[config.mk]
export PLATFORM = sky130hd
export DESIGN_NAME = corrige_hamming_secded
export DESIGN_NICKNAME = d
export VERILOG_FILES = /design/src/rtl/corrige_hamming_secded.sv
export SDC_FILE = /design/constraint.sdc
export NUM_CORES = 1
export LEC_CHECK = 0
export CAP_MARGIN = 20
export CORE_ASPECT_RATIO = 1.5
export CORE_MARGIN = 2
export CORE_UTILIZATION = 51
export CTS_CLUSTER_DIAMETER = 100
export DETAILED_ROUTE_END_ITERATION = 12
export PLACE_DENSITY_LB_ADDON = 0.1
export SYNTH_ARGS = -nofsm -noshare
export SYNTH_HDL_FRONTEND = slang
export SYNTH_SLANG_ARGS = --single-unit
[constraint.sdc]
create_clock -name clk -period 2 [get_ports clk]
set_input_delay 0.6 -clock clk [delete_from_list [all_inputs] [get_ports clk]]
set_output_delay 0.6 -clock clk [all_outputs]
set_load 0.05 [all_outputs]
[src/rtl/corrige_hamming_secded.sv]
// corrige_hamming_secded
// ----------------------
// Two-stage pipelined SECDED (extended Hamming) decoder with a valid/ready
// streaming handshake and saturating error statistics.
//
// Codeword layout: entrada[0] is the overall even parity bit, entrada[p]
// (p >= 1) holds Hamming position p. Power-of-two positions are parity bits,
// every other position carries data in ascending order (data[0] at
// position 3). Legal parameter sets satisfy DATA_W + R <= 2**R - 1.
//
// Ports:
//   clk, rst_n                 clock (rising edge), async active-low reset
//   entrada[CODE_W]            received codeword
//   entrada_valida / _pronta   input handshake
//   saida[DATA_W]              corrected data
//   saida_valida / _pronta     output handshake
//   erro_corrigido             single-bit error corrected in this word
//   erro_duplo                 uncorrectable error detected in this word
//   limpa_contadores           synchronous clear of both counters
//   contador_corrigidos[CNT_W] delivered words with erro_corrigido set
//   contador_duplos[CNT_W]     delivered words with erro_duplo set

module corrige_hamming_secded #(
  parameter int DATA_W = 11,
  parameter int R      = 4,
  parameter int CODE_W = DATA_W + R + 1,
  parameter int CNT_W  = 16
) (
  input  logic              clk,
  input  logic              rst_n,
  input  logic [CODE_W-1:0] entrada,
  input  logic              entrada_valida,
  output logic              entrada_pronta,
  output logic [DATA_W-1:0] saida,
  output logic              saida_valida,
  input  logic              saida_pronta,
  output logic              erro_corrigido,
  output logic              erro_duplo,
  input  logic              limpa_contadores,
  output logic [CNT_W-1:0]  contador_corrigidos,
  output logic [CNT_W-1:0]  contador_duplos
);

  localparam logic [CNT_W-1:0] CNT_MAX = '1;
  localparam logic [CNT_W-1:0] CNT_ONE = CNT_W'(1);

  // Hamming position of the i-th data bit: the i-th position (counting from
  // 1) that is not a power of two.
  function automatic int data_pos(input int i);
    int cnt;
    data_pos = 0;
    cnt = 0;
    for (int p = 1; p < CODE_W; p++) begin
      if ((p & (p - 1)) != 0) begin
        if (cnt == i) data_pos = p;
        cnt++;
      end
    end
  endfunction

  // ---------------------------------------------------------------------
  // Handshake ready chain
  // ---------------------------------------------------------------------
  logic v1, v2;
  logic pronta1, pronta2;

  // A stage can take a new word when it is empty or its content is leaving.
  always_comb begin
    pronta2 = !v2 || saida_pronta;
    pronta1 = !v1 || pronta2;
  end

  assign entrada_pronta = pronta1;

  // ---------------------------------------------------------------------
  // Stage 1: syndrome and overall parity of the incoming word
  // ---------------------------------------------------------------------
  logic [R-1:0]      syn_c;
  logic              op_c;
  logic [CODE_W-1:0] cw1;
  logic [R-1:0]      syn1;
  logic              op1;

  // Syndrome bit k covers every position whose index has bit k set; the
  // overall parity covers the whole word including bit 0.
  always_comb begin
    syn_c = '0;
    op_c  = ^entrada;
    for (int p = 1; p < CODE_W; p++) begin
      for (int k = 0; k < R; k++) begin
        if (((p >> k) & 1) == 1) syn_c[k] = syn_c[k] ^ entrada[p];
      end
    end
  end

  always_ff @(posedge clk or negedge rst_n) begin
    if (!rst_n) begin
      v1   <= 1'b0;
      cw1  <= '0;
      syn1 <= '0;
      op1  <= 1'b0;
    end else if (pronta1) begin
      v1 <= entrada_valida;
      if (entrada_valida) begin
        cw1  <= entrada;
        syn1 <= syn_c;
        op1  <= op_c;
      end
    end
  end

  // ---------------------------------------------------------------------
  // Stage 2 combinational: classify, correct, extract
  // ---------------------------------------------------------------------
  logic              syn_in_range;
  logic              corr_c;
  logic              dbl_c;
  logic [CODE_W-1:0] cw_fix;
  logic [DATA_W-1:0] data_c;
  logic              unused_cw_bits;

  // A shortened code leaves syndromes >= CODE_W pointing at nonexistent
  // positions; with op=1 those are reported as uncorrectable. A zero
  // syndrome with op=1 means only the overall parity bit was hit, which
  // needs no data change.
  always_comb begin
    syn_in_range = (int'(syn1) < CODE_W);
    corr_c       = op1 && syn_in_range;
    dbl_c        = (op1 && !syn_in_range) || (!op1 && (syn1 != '0));
  end

  // Flip the addressed position only for a correctable single error.
  always_comb begin
    cw_fix = cw1;
    for (int p = 1; p < CODE_W; p++) begin
      if (corr_c && (int'(syn1) == p)) cw_fix[p] = ~cw1[p];
    end
  end

  for (genvar i = 0; i < DATA_W; i++) begin : g_extract
    localparam int POS = data_pos(i);
    assign data_c[i] = cw_fix[POS];
  end

  // Parity positions are not part of the delivered data.
  assign unused_cw_bits = ^cw_fix;

  // ---------------------------------------------------------------------
  // Stage 2 registers: corrected data and flags
  // ---------------------------------------------------------------------
  logic [DATA_W-1:0] data2;
  logic              corr2;
  logic              dbl2;

  always_ff @(posedge clk or negedge rst_n) begin
    if (!rst_n) begin
      v2    <= 1'b0;
      data2 <= '0;
      corr2 <= 1'b0;
      dbl2  <= 1'b0;
    end else if (pronta2) begin
      v2 <= v1;
      if (v1) begin
        data2 <= data_c;
        corr2 <= corr_c;
        dbl2  <= dbl_c;
      end
    end
  end

  assign saida          = data2;
  assign saida_valida   = v2;
  assign erro_corrigido = corr2;
  assign erro_duplo     = dbl2;

  // ---------------------------------------------------------------------
  // Error statistics
  // ---------------------------------------------------------------------
  logic handshake;

  assign handshake = v2 && saida_pronta;

  // Counters only move on a delivered word; clear beats increment, and
  // both stick at all-ones instead of wrapping.
  always_ff @(posedge clk or negedge rst_n) begin
    if (!rst_n) begin
      contador_corrigidos <= '0;
      contador_duplos     <= '0;
    end else if (limpa_contadores) begin
      contador_corrigidos <= '0;
      contador_duplos     <= '0;
    end else if (handshake) begin
      if (corr2 && (contador_corrigidos != CNT_MAX))
        contador_corrigidos <= contador_corrigidos + CNT_ONE;
      if (dbl2 && (contador_duplos != CNT_MAX))
        contador_duplos <= contador_duplos + CNT_ONE;
    end
  end

endmodule

==> run_results.csv, run 1 <==
group,metric,value,unit
floorplan,die_area,7150,um^2
worst_setup_path,required,1.40,ns
worst_setup_path,r2r-end,"contador_corrigidos[1]",
sta,finalCritPeriodShare,97.7,%
final_layout,areaGrowthSynthToFinish,33.8,%
yosys,synth_edf_count,0,
yosys,seq_area_frac_synth,47.7,%
floorplan,die_x,69.7,um
final_layout,postLayoutCoreUtil,71.1,%
clock_tree,path_clk_slew,0.07,ns
final_layout,design_area,4420,um^2
sta,post-route-min-period,1.95,ns
global_route,grt_pass1_vias,2629,
yosys,synthArstFlopShare,100,%
worst_setup_path,crit_chain,"dlygate4sd2_1, nand3b_1, buf_12",
worst_setup_path,start_kind,"input pin",
sta,hold_viol,0,
route,dr.first_iter.drc_count,136,
global_route,grt_pass1_wl,12.3,mm
yosys,yosysWarnings,0,
sta,skew,0.0112,ns
yosys,ys_seq_elements,63,
worst_setup_path,critPathTopFamily,"buffers and inverters",
sta,timing.final.max_slew_violations,0,
sta,worst_slack,0.0466,ns
final_layout,fin_cells,496,
yosys,syn_inst,318,
final_layout,nets,440,
route,ant_nets,0,
global_route,grt_usage,21.9,%
worst_setup_path,crit_arrival,1.35,ns
sta,max_freq,0.512,GHz
place,hpwl,5.36,mm
final_layout,drive_gt1_share,28.9,%
floorplan,std_cell_rows,35,
yosys,synth_top_area_share,47.7,%
place,dp.cells,479,
clock_tree,cts_buffers,9,
clock_tree,cts.sink_count,63,
route,viasPerCell,5.34,
worst_setup_path,slowest_delay,0.30,ns
final_layout,antenna_cells,0,
worst_setup_path,worst-path-stages,3,
sta,tightest_slew,0.542,ns
yosys,yosysUniqueCellTypes,46,
clock_tree,htreeDepth,3,
route,wl_per_cell,14.5,um
power,power.leakage,1.88,nW
yosys,synth_flop_cell,"dfrtp_1",
power,powerDensity,899,nW/um^2
clock_tree,cts-root-buf,"clkbuf_8",
clock_tree,clockBufferDepth,2,
floorplan,die_h,103,um
place,portBuffers,67,
worst_setup_path,cp-endpoint,"entrada_pronta",
floorplan,start_util,53.1,%
worst_setup_path,crit_buf_inv,2,
outcome,outcome,"finished, final reports clean",
worst_setup_path,critical_path.slowest_cell,"dlygate4sd2_1",
route,drt_first_pass_iters,4,
sta,setup_viol_count_final,0,
place,placed_area,4210,um^2
route,drc,0,
yosys,synth_top_area_cell,"dfrtp_1",
clock_tree,holdBufCountCts,0,
yosys,synthTopCellsByArea,"dfrtp_1 48%, xnor2_1 13%, nor2_1 6.5%",
global_route,grt_max_degree,48,
sta,slew_headroom,63.9,%
worst_setup_path,cp_max_fo,5,
yosys,synth.most_common_cell,"dfrtp_1",
place,pre_cts_ws,-0.379,ns
power,ir_worst_vdd,0.619,mV
place,gp_congestion,0.815,
worst_setup_path,end_kind,"output port",
global_route,antenna_found_initial,0,
worst_setup_path,reg2reg_depth,6,
yosys,avgSynthCellArea,10.4,um^2
clock_tree,cts_tree,"done",
hold_path,hold_path.class,"in -> async",
route,num_vias,2647,
worst_setup_path,timing.reg2reg.setup_slack,0.21,ns
yosys,syn-num-nets,341,
worst_setup_path,reg2reg_from,"contador_corrigidos[0]",
worst_setup_path,crit_path_start,"saida_pronta",
power,p_total,0.00397,W
yosys,syn_area,3300,um^2
worst_setup_path,critPathKind,"in -> out",
job,cap_viol_max_count,0,
floorplan,ioPinCount,68,
clock_tree,insertion_delay,0.34,ns
route,finalWirelength,7.19,mm
floorplan,core,6220,um^2
sta,grt_setup_unrepaired,"no",
global_route,grt-ovfl-total,0,
yosys,ys_top_cells_by_count,"63 x dfrtp_1, 57 x nor2_1, 50 x xnor2_1",
kinds of logic (layout without fill, tap and decap cells):
logic type | count (synthesis) | in the layout | synth area share [%]
flip-flops | 63 | 63 | 47.7
buffers and inverters | 10 | 114 | 1.51
AO/OA/AOI/OAI | 33 | 33 | 6.17
AND/OR/NAND/NOR | 129 | 129 | 20.9
adder cells (fa/ha/maj) | 2 | 2 | 0.757
XOR/XNOR | 64 | 64 | 17.2
multiplexers | 17 | 17 | 5.72
power breakdown:
part           total (W)  leakage, nW  internal (W)  switching (W)
clock network    0.00116        0.109      0.000674       0.000487
registers        0.00161        0.800       0.00145       0.000167
logic            0.00120        0.973      0.000498       0.000702
total            0.00397         1.88       0.00262        0.00136
worst min path at each step:
stage / cells past startpoint / end / slack [ns] / start
3_5_place_dp: 1 / saida_valida / 0.49 / v1
5_1_grt: 1 / cw1[6] / 0.20 / rst_n
6_report: 1 / contador_duplos[3] / 0.19 / rst_n
2_1_floorplan: 0 / contador_corrigidos[0] / 0.30 / rst_n
4_1_cts: 1 / cw1[6] / 0.18 / rst_n
3_3_place_gp: 1 / saida_valida / 0.47 / v1
layer usage:
metal	vias to the layer above	global-route usage, %	share of wire (%)
met5	-	0	0
met4	0	8.73	2.3
met3	12	5.18	3.7
met2	62	39.0	54
met1	1283	25.7	40
li1	1290	-	-
layout by cell type (no fill, tap or decap), types with 3 or more instances in the layout:
cell type and count:
buf_4 71, a21oi_1 16, mux2_4 4, nand2b_1 4, clkdlybuf4s50_1 18, mux2_2 11, nand3_1 11, clkbuf_8 12
nand4_1 7, nand2_1 16, xor2_1 13, nor3_1 5, nor2_1 57, nor4_2 3, o21ai_0 5, nand3b_1 3
dfrtp_1 62, xnor2_1 50, buf_12 5
repair_timing:
action,4_1_cts,5_1_grt
gates resized for setup,1,0
hold endpoints to repair,0,0
setup endpoints to repair,6,0
buffers inserted,1,0
flip-flops by register name, indices dropped and copies added, names as in the netlist:
name	count
syn1	4
cw1	11
saida	11
v1	1
saida_valida	1
contador_corrigidos	16
erro_duplo	1
contador_duplos	16
erro_corrigido	1
corr_c	1
area by class of cell:
class	instances	area (um^2)
Clock buffer	13	169
Clock inverter	3	40.0
Fill cell	481	1800
Inverter	2	7.51
Multi-Input combinational cell	245	1710
Sequential cell	63	1580
Tap cell	74	92.6
Timing Repair Buffer	96	827
per-stage QoR:
stage          hold slack (ns)  TNS, ns
6_report                 0.186        0
5_1_grt                  0.196        0
4_1_cts                  0.183        0
3_5_place_dp             0.488   -10.17
3_3_place_gp             0.474    -8.79
2_1_floorplan            0.304   -0.118
No activity file was read; power rests on OpenSTA's default activity.
==> inputs of run 2 (changes only) <==
--- a/config.mk
+++ b/config.mk
@@ -12,6 +12,7 @@
 export CTS_CLUSTER_DIAMETER = 100
 export DETAILED_ROUTE_END_ITERATION = 12
 export PLACE_DENSITY_LB_ADDON = 0.1
+export SLEW_MARGIN = 10
 export SYNTH_ARGS = -nofsm -noshare
 export SYNTH_HDL_FRONTEND = slang
 export SYNTH_SLANG_ARGS = --single-unit
==> results of run 2 <==
The final DEF is identical to that of run 1; final timing and power are the same.
==> inputs of run 3 (changes only) <==
--- a/config.mk
+++ b/config.mk
@@ -8,11 +8,11 @@
 export CAP_MARGIN = 20
 export CORE_ASPECT_RATIO = 1.5
 export CORE_MARGIN = 2
-export CORE_UTILIZATION = 51
+export CORE_UTILIZATION = 30
 export CTS_CLUSTER_DIAMETER = 100
 export DETAILED_ROUTE_END_ITERATION = 12
 export PLACE_DENSITY_LB_ADDON = 0.1
-export SLEW_MARGIN = 10
+export SLEW_MARGIN = 20
 export SYNTH_ARGS = -nofsm -noshare
 export SYNTH_HDL_FRONTEND = slang
 export SYNTH_SLANG_ARGS = --single-unit
==> run_results.csv, run 3 (synthesized netlist as in run 1, its figures left out) <==
group,metric,value,unit
outcome,outcome,"finished, final reports clean",
final_layout,final_common_cell,"buf_4",
route,dr.first_iter.drc_count,50,
clock_tree,cts-root-buf,"clkbuf_16",
route,finalWirelength,7.89,mm
final_layout,fin_cells,568,
final_layout,ff_latch_area,1580,um^2
sta,post-route-min-period,1.95,ns
global_route,grt_max_degree,33,
global_route,met2_usage,26.1,%
floorplan,start_util,31.0,%
power,pwr-share-comb,28.5,%
clock_tree,insertion_delay,0.33,ns
power,clkPwrFrac,33.4,%
final_layout,nets,444,
sta,hold_viol,0,
worst_setup_path,crit_arrival,1.35,ns
floorplan,core,10600,um^2
place,gp_congestion,0.790,
sta,skew,0.00526,ns
place,portBuffers,67,
worst_setup_path,required,1.40,ns
hold_path,hold_path.class,"in -> async",
sta,slew_headroom,64.4,%
clock_tree,cts.sink_count,63,
final_layout,areaGrowthSynthToFinish,39.4,%
floorplan,die_h,133,um
power,p_sw_share,33.2,%
sta,max_freq,0.512,GHz
power,powerDensity,924,nW/um^2
clock_tree,path_clk_slew,0.05,ns
floorplan,die_area,11900,um^2
route,num_vias,2624,
floorplan,ioPinCount,68,
route,wl_per_cell,13.9,um
global_route,grt-busiest-layer,"met2",
sta,tightest_slew,0.534,ns
route,viasPerCell,4.62,
power,p_total,0.00426,W
route,drt_first_pass_iters,7,
final_layout,fillers,1073,
power,p_int,0.00284,W
power,power.switching,0.00141,W
sta,timing.final.max_slew_violations,0,
clock_tree,cts_buffers,9,
final_layout,reg.largest.list,"contador_corrigidos (16), contador_duplos (16)",
clock_tree,cts_tree,"done",
clock_tree,clockBufferDepth,2,
sta,setup_viol_count_final,0,
sta,whs,0.217,ns
final_layout,multi_input_area,1710,um^2
power,ir_worst_vdd,0.502,mV
floorplan,std_cell_rows,46,
job,cap_viol_max_count,0,
global_route,grt_pass1_wl,13.2,mm
place,dp.cells,553,
place,hpwl,5.98,mm
global_route,grt-ovfl-total,0,
worst_setup_path,cp_max_fo,5,
sta,finalCritPeriodShare,97.7,%
route,drc,0,
clock_tree,htreeDepth,3,
worst_setup_path,start_kind,"input pin",
worst_setup_path,critPathKind,"in -> out",
worst_setup_path,end_kind,"output port",
floorplan,die_x,89.7,um
global_route,grt_pass1_vias,2694,
final_layout,antenna_cells,0,
global_route,met3_usage,2.68,%
global_route,antenna_found_initial,0,
final_layout,drive_gt1_share,29.0,%
global_route,grt_usage,14.5,%
final_layout,final_cell_mix,"74 x buf_4, 62 x dfrtp_1, 57 x nor2_1, 50 x xnor2_1, 18 x clkdlybuf4s50_1",
route,ant_nets,0,
sta,grt_setup_unrepaired,"no",
power,p_seq_share,38.1,%
power,power.leakage,1.93,nW
global_route,met1_usage,15.9,%
==> run 3: changes by cell type in the layout (fill, tap and decap cells not counted) <==
cell       previous run  this run
buf_12                5         6
buf_4                71        74
bufinv_16             1         0
clkbuf_1              1         2
clkbuf_16             0         9
clkbuf_8             12         2
clkinv_2              2         1
==> run 3: worst paths after layout <==
path / startpoint / to / slack, ns / cells after the start
min: rst_n / contador_corrigidos[3] / 0.22 / 1
max: saida_pronta / entrada_pronta / 0.05 / 3
max reg2reg: contador_corrigidos[0] / contador_corrigidos[0] / 0.22 / 6
min in group clk: v1 / saida_valida / 0.49 / 1
min reg2reg: v1 / saida_valida / 0.49 / 1
max in group asynchronous: rst_n / cw1[14] / 1.26 / 2
==> run 3: worst max-delay path: stages <==
cell and delay, ns:
dlygate4sd2_1 0.30, nand3b_1 0.26, buf_12 0.19
==> run 3: per-layer routing <==
layer | wire, um | part of all wire, %
met1 | 3000 | 38
met2 | 4440 | 56
met3 | 298 | 3.8
met4 | 150 | 1.9
met5 | 0 | 0
==> run 3: repair_timing <==
item,4_1_cts,5_1_grt
gates resized for setup,1,0
hold buffers,0,0
setup buffers,1,0
setup endpoints to repair,6,0
==> run 3: per-stage QoR <==
step / setup TNS, ns / area, um^2 / worst slack [ns] / utilization (%)
2_1_floorplan: -0.118 / 3340 / -0.0294 / -
3_3_place_gp: -10.12 / 4340 / -0.378 / 40.7
3_5_place_dp: -10.45 / 4340 / -0.397 / 40.7
4_1_cts: 0 / 4610 / 0.0349 / 43.3
5_1_grt: 0 / 4610 / 0.00743 / 43.3
6_report: 0 / 4610 / 0.0456 / 43.3
==> run 3: area by class of cell <==
| cell class | instances | area share, % |
|---|---|---|
| clock buffer | 13 | 5.65 |
| inverter | 2 | 0.163 |
| multi-input combinational | 245 | 37.0 |
| sequential | 63 | 34.2 |
| tap | 144 | 3.91 |
| clock inverter | 1 | 0.109 |
| timing repair buffer | 100 | 18.9 |
==> run 3: power groups by stage <==
stage	Clock [W]	Combinational, W	Sequential [W]
after floorplan	0	0.000476	0.00194
after CTS	0.00147	0.00124	0.00163
after global placement	0	0.00123	0.00165
final	0.00142	0.00121	0.00162
after global routing	0.00152	0.00131	0.00166
after detailed placement	0	0.00123	0.00165
